[src/rtl/scr_pkg.sv]
// Shared widths and default parameters for the scrambled-stream byte packer.
package scr_pkg;

    localparam int BYTE_W          = 8;
    localparam int CNT_W           = 16;
    localparam int DEF_FIFO_DEPTH  = 4;
    localparam int DEF_ALIGN_DELAY = 2;

    typedef logic [BYTE_W-1:0] byte_t;
    typedef logic [CNT_W-1:0]  cnt_t;

endpackage

[src/rtl/scr_byte_packer_if.sv]
// Byte output stream of the packer: valid/ready handshake carrying one byte.
interface scr_byte_packer_if;
    import scr_pkg::*;

    byte_t out_data;
    logic  out_valid;
    logic  out_ready;

    modport master (output out_data, output out_valid, input out_ready);
    modport slave  (input out_data, input out_valid, output out_ready);

endinterface

[src/rtl/scr_sync_fifo.sv]
// Show-ahead synchronous FIFO; a push into a full FIFO is accepted only with a same-cycle pop.
module scr_sync_fifo #(
    parameter int DEPTH = 4,
    parameter int WIDTH = 8,
    parameter int LVL_W = $clog2(DEPTH + 1)
) (
    input  logic             clk,
    input  logic             rst,
    input  logic             push,
    input  logic             pop,
    input  logic [WIDTH-1:0] wdata,
    output logic [WIDTH-1:0] rdata,
    output logic             full,
    output logic             empty,
    output logic             push_accepted,
    output logic [LVL_W-1:0] level
);

    localparam int PTR_W = $clog2(DEPTH);

    logic [WIDTH-1:0] mem_q [DEPTH];
    logic [PTR_W-1:0] wr_ptr_q, rd_ptr_q;
    logic [LVL_W-1:0] level_q;
    logic             pop_ok;

    assign full          = (level_q == LVL_W'(DEPTH));
    assign empty         = (level_q == '0);
    assign pop_ok        = pop && !empty;
    assign push_accepted = push && (!full || pop_ok);
    assign level         = level_q;
    // Head is masked while empty so the output reads zero after reset.
    assign rdata         = empty ? '0 : mem_q[rd_ptr_q];

    always_ff @(posedge clk) begin
        if (push_accepted) begin
            mem_q[wr_ptr_q] <= wdata;
        end
    end

    always_ff @(posedge clk) begin
        if (rst) begin
            wr_ptr_q <= '0;
            rd_ptr_q <= '0;
            level_q  <= '0;
        end else begin
            if (push_accepted) wr_ptr_q <= wr_ptr_q + PTR_W'(1);
            if (pop_ok)        rd_ptr_q <= rd_ptr_q + PTR_W'(1);
            case ({push_accepted, pop_ok})
                2'b10:   level_q <= level_q + LVL_W'(1);
                2'b01:   level_q <= level_q - LVL_W'(1);
                default: level_q <= level_q;
            endcase
        end
    end

endmodule

[src/rtl/scr_byte_packer.sv]
// Realigns the enable to the delayed serial stream, assembles LSB-first bytes and queues them.
module scr_byte_packer
    import scr_pkg::*;
#(
    parameter int DEPTH       = DEF_FIFO_DEPTH,
    parameter int ALIGN_DELAY = DEF_ALIGN_DELAY
) (
    input  logic                         clk3,
    input  logic                         rst,
    input  logic                         ser_in,
    input  logic                         en_in,
    input  logic                         sof,
    scr_byte_packer_if.master            out_if,
    output logic                         overflow,
    output logic [$clog2(DEPTH+1)-1:0]   fifo_level,
    output cnt_t                         byte_count
);

    logic  en_d, sof_d;
    logic  [2:0] bit_cnt_q, bit_cnt_d;
    byte_t asm_q, asm_d;
    byte_t push_data;
    logic  push, pop, push_accepted, fifo_full, fifo_empty;
    logic  overflow_q;
    cnt_t  byte_count_q;

    generate
        if (ALIGN_DELAY == 0) begin : g_nodly
            assign en_d  = en_in;
            assign sof_d = sof;
        end else begin : g_dly
            logic [ALIGN_DELAY-1:0] en_dly_q, sof_dly_q;
            always_ff @(posedge clk3) begin
                if (rst) begin
                    en_dly_q  <= '0;
                    sof_dly_q <= '0;
                end else begin
                    en_dly_q  <= ALIGN_DELAY'({en_dly_q, en_in});
                    sof_dly_q <= ALIGN_DELAY'({sof_dly_q, sof});
                end
            end
            assign en_d  = en_dly_q[ALIGN_DELAY-1];
            assign sof_d = sof_dly_q[ALIGN_DELAY-1];
        end
    endgenerate

    always_comb begin
        bit_cnt_d = bit_cnt_q;
        asm_d     = asm_q;
        push      = 1'b0;
        push_data = {ser_in, asm_q[6:0]};
        if (en_d) begin
            if (sof_d) begin
                // Frame start restarts the byte; any partial byte is dropped unpushed.
                asm_d     = {7'b0, ser_in};
                bit_cnt_d = 3'd1;
            end else begin
                asm_d[bit_cnt_q] = ser_in;
                bit_cnt_d        = bit_cnt_q + 3'd1;
                push             = (bit_cnt_q == 3'd7);
            end
        end
    end

    always_ff @(posedge clk3) begin
        if (rst) begin
            bit_cnt_q    <= '0;
            asm_q        <= '0;
            overflow_q   <= 1'b0;
            byte_count_q <= '0;
        end else begin
            bit_cnt_q <= bit_cnt_d;
            asm_q     <= asm_d;
            if (push && !push_accepted) overflow_q   <= 1'b1;
            if (push_accepted)          byte_count_q <= byte_count_q + CNT_W'(1);
        end
    end

    assign pop = out_if.out_valid && out_if.out_ready;

    scr_sync_fifo #(
        .DEPTH (DEPTH),
        .WIDTH (BYTE_W),
        .LVL_W ($clog2(DEPTH + 1))
    ) u_fifo (
        .clk           (clk3),
        .rst           (rst),
        .push          (push),
        .pop           (pop),
        .wdata         (push_data),
        .rdata         (out_if.out_data),
        .full          (fifo_full),
        .empty         (fifo_empty),
        .push_accepted (push_accepted),
        .level         (fifo_level)
    );

    assign out_if.out_valid = !fifo_empty;
    assign overflow         = overflow_q;
    assign byte_count       = byte_count_q;

    logic unused_full;
    assign unused_full = fifo_full;

endmodule

[src/flat_wrapper.sv]
// flat-port wrapper written by rule: the top's interface ports become plain ports
module scr_byte_packer_flat import scr_pkg::*;
#(
    parameter int DEPTH       = DEF_FIFO_DEPTH,
    parameter int ALIGN_DELAY = DEF_ALIGN_DELAY
)
  (clk3, rst, ser_in, en_in, sof, overflow, fifo_level, byte_count, out_if_out_data, out_if_out_valid, out_if_out_ready);
  scr_byte_packer_if out_if_i ();
  input  logic clk3;
  input  logic rst;
  input  logic ser_in;
  input  logic en_in;
  input  logic sof;
  output logic overflow;
  output logic [$clog2(DEPTH+1)-1:0] fifo_level;
  output cnt_t byte_count;
  output wire logic [$bits(out_if_i.out_data)-1:0] out_if_out_data;
  output wire logic [$bits(out_if_i.out_valid)-1:0] out_if_out_valid;
  input wire logic [$bits(out_if_i.out_ready)-1:0] out_if_out_ready;
  assign out_if_out_data = out_if_i.out_data;
  assign out_if_out_valid = out_if_i.out_valid;
  assign out_if_i.out_ready = out_if_out_ready;
  scr_byte_packer #(.DEPTH(DEPTH), .ALIGN_DELAY(ALIGN_DELAY)) u_core (.clk3(clk3), .rst(rst), .ser_in(ser_in), .en_in(en_in), .sof(sof), .out_if(out_if_i), .overflow(overflow), .fifo_level(fifo_level), .byte_count(byte_count));
endmodule
[config.mk]
export PLATFORM = sky130hd
export DESIGN_NAME = scr_byte_packer_flat
export DESIGN_NICKNAME = d
export VERILOG_FILES = /design/src/rtl/scr_pkg.sv /design/src/rtl/scr_byte_packer_if.sv /design/src/rtl/scr_sync_fifo.sv /design/src/rtl/scr_byte_packer.sv /design/src/flat_wrapper.sv
export SDC_FILE = /design/constraint.sdc
export NUM_CORES = 1
export LEC_CHECK = 0
export CAP_MARGIN = 5
export CORE_UTILIZATION = 60
export DETAILED_ROUTE_END_ITERATION = 8
export GPL_ROUTABILITY_DRIVEN = 0
export PLACE_DENSITY = 0.86
export SLEW_MARGIN = 5
export SYNTH_ARGS = -nofsm -noshare
export SYNTH_HDL_FRONTEND = slang
export SYNTH_SLANG_ARGS = --single-unit
[constraint.sdc]
create_clock -name clk3 -period 3.3 [get_ports clk3]
set_input_delay 0.495 -clock clk3 [delete_from_list [all_inputs] [get_ports clk3]]
set_output_delay 0.495 -clock clk3 [all_outputs]
set_load 0.05 [all_outputs]
==> flow_summary.toml <==
[floorplanning]
std_cell_rows = 25
fp.coreArea_um2 = 4850
die-area_um2 = 5470
die_w_um = 73.9
start_util_pct = 64.0
ios = 35
dieHeight_um = 73.9

[critical_path]
crit_type = "reg2out"
critPathMaxFanout = 8
end_kind = "output port"
cp_top_family = "buffers and inverters"
cp_cell_sequence = "mux4_2 > and2_1 > clkdlybuf4s50_1"
max_stage_delay_ps = 700
arrival_ps = 2420
crit_required_ps = 2800
critical_path_buf_inv_count = 1
cp_slowest_cell = "clkdlybuf4s50_1"
cp-start-kind = "register"

[synth]
synthSimpleGateAreaFrac_pct = 19.9
synth_cell_type_count = 41
async_flop_share_pct = 0
synth_flop_cell = "dfxtp_1"
syn_avg_cell_area_um2 = 11.6
synthCells = 268
synth_mux_area_share_pct = 7.90
synth_edf_count = 32
synth_xor_area_share_pct = 2.82
syn_area_um2 = 3100
synth_top_family_by_area = "simple AND/OR/NAND/NOR gates"
syn-num-nets = 282
synthAdderAreaFrac_pct = 3.47
synth_seq_cells = 72
synth_compound_area_share_pct = 6.53
ys_warn_count = 0
ys_seq_area_share_pct = 56.8

[routing]
drt_wl_total_mm = 5.53
final_antenna_net_count = 0
route.detailed.drc = 0
post_drt_wl_per_cell_um = 14.9
num_vias = 2106
firstDrtPassIters = 4
avgViaCountPerCell = 5.68
drt_iter0_drc = 71

[final_layout]
mostFrequentLayoutCells = "40 x dfxtp_1, 34 x clkdlybuf4s50_1, 32 x edfxtp_1, 28 x nor2_1, 15 x a21oi_1"
final_layout_size_suffix_gt1_share_pct = 9.54
area_growth_pct = 17.2
regArea_um2 = 1760
nFillCells = 340
multi_input_area_um2 = 1260
nNetsFinal = 313
stdcell_area_um2 = 3640
final_common_cell = "dfxtp_1"
antenna_cells = 0

[timing]
min_period_over_period_pct = 88.3
finalMaxSlewViolations = 0
hold_viol = 0
worst_pin_slew_ps = 671
setup_viol = 0
finalSetupTns_ps = 0
fin_crit_ps = 2910
grt_setup_unrepaired = "no"
slew_headroom_pct = 54.9
fmax_ghz = 0.343
finalClockSkew_ps = 9.79

[placed_design]
place_area_um2 = 3480
hpwl_mm = 3.81
place.port_buffers = 34

[power_and_ir_drop]
p_per_area_nw_per_um2 = 638
vdd_drop_max_mv = 0.426
leakage_uw = 0.00129
finalPower_uw = 2320

[clock_network]
holdBufCountCts = 0
clk_pin_slew_ps = 70
clk_latency_ps = 340
clkSinkCount = 72
cts_root_buf = "clkbuf_8"
clk_path_buf_depth = 2
post_cts_resized = 0
post-cts-setup-buffer-count = 0
cts_buffers = 9
ctsHtreeMaxLevel = 3
tritoncts = "yes"

[global_route]
grt_max_degree = 30
grt_first_pass_wirelength_mm = 8.87
overflow = 0
groute.usage.overall_pct = 22.1
antenna_found_initial = 0
grt_pass1_vias = 1898

[min_path]
hold_path_class = "reg2reg"

[outcome]
status = "complete, no violations"

[flow_run]
cap_violations = 0
-- flip-flops by register name, summed over array words and instances, names as in the netlist, named ones only --
signal,flops
u_core.asm_q,7
u_core.g_dly.sof_dly_q,2
u_core.bit_cnt_q,3
u_core.byte_count,16
u_core.u_fifo.wr_ptr_q,2
u_core.overflow,1
u_core.u_fifo.rd_ptr_q,2
u_core.u_fifo.mem_q,32
u_core.u_fifo.level,3
u_core.g_dly.en_dly_q,2
-- worst paths after layout --
| kind | from | endpoint | slack (ps) | depth (start not counted) |
|---|---|---|---|---|
| max | register | out_if_out_data[1] | 390 | 3 |
| min | u_core.g_dly.sof_dly_q[0] | u_core.g_dly.sof_dly_q[1] | 440 | 1 |
| max reg2reg | u_core.bit_cnt_q[0] | u_core.u_fifo.level[2] | 820 | 8 |
| min reg2reg | u_core.g_dly.sof_dly_q[0] | u_core.g_dly.sof_dly_q[1] | 440 | 1 |
-- power by group --
part	switching [µW]	internal [µW]
Sequential	64.9	954
Clock	292	294
Combinational	435	282
-- through the flow --
step,worst slack (ps),utilization [%],instances,hold slack [ps]
CTS,353,75.0,371,447
finish,387,75.0,371,440
global route,262,75.0,371,463
detailed placement,717,71.7,355,430
floorplan,742,-,268,414
global placement,760,71.7,355,416
-- Yosys cell counts, types with 3 or more instances --
library cell / number / area (µm²)
a21oi_1: 15 / 75.1
a22oi_1: 4 / 30.0
and2_1: 9 / 56.3
and3_1: 5 / 31.3
and3b_1: 3 / 26.3
clkbuf_1: 12 / 45.0
dfxtp_1: 40 / 801
edfxtp_1: 32 / 961
ha_1: 7 / 87.6
inv_1: 6 / 22.5
mux2_2: 4 / 45.0
mux4_2: 8 / 180
nand2_1: 14 / 52.6
nand3_1: 6 / 30.0
nand4_1: 4 / 25.0
nor2_1: 28 / 105
nor2b_1: 11 / 68.8
nor3_1: 4 / 20.0
nor3b_1: 3 / 22.5
nor4_1: 3 / 18.8
o21ai_0: 12 / 60.1
or3_1: 5 / 31.3
or4_1: 3 / 22.5
xnor2_1: 4 / 35.0
xor2_1: 6 / 52.6
-- cell families after synthesis --
kind of cell,Yosys count
multiplexers,14
XOR/XNOR,10
flip-flops,72
adder cells (fa/ha/maj),8
AO/OA/AOI/OAI,36
AND/OR/NAND/NOR,107
buffers and inverters,21
-- layout make-up --
class | instances | share of cell area (%)
tap | 67 | 2.30
clock buffer | 15 | 4.30
multi-input combinational | 175 | 34.7
inverter | 6 | 0.619
sequential | 72 | 48.4
clock inverter | 1 | 0.138
timing repair buffer | 35 | 9.56
-- per-layer routing --
layer  GRT usage [%]  share of wire [%]  vias to the layer above
li1                -                  -                     1036
met1            30.6                 47                     1021
met2            33.1                 48                       40
met3            5.69                3.1                        9
met4            9.83                1.9                        0
met5               0                  0                        -
(Power assumes the default switching activity.)
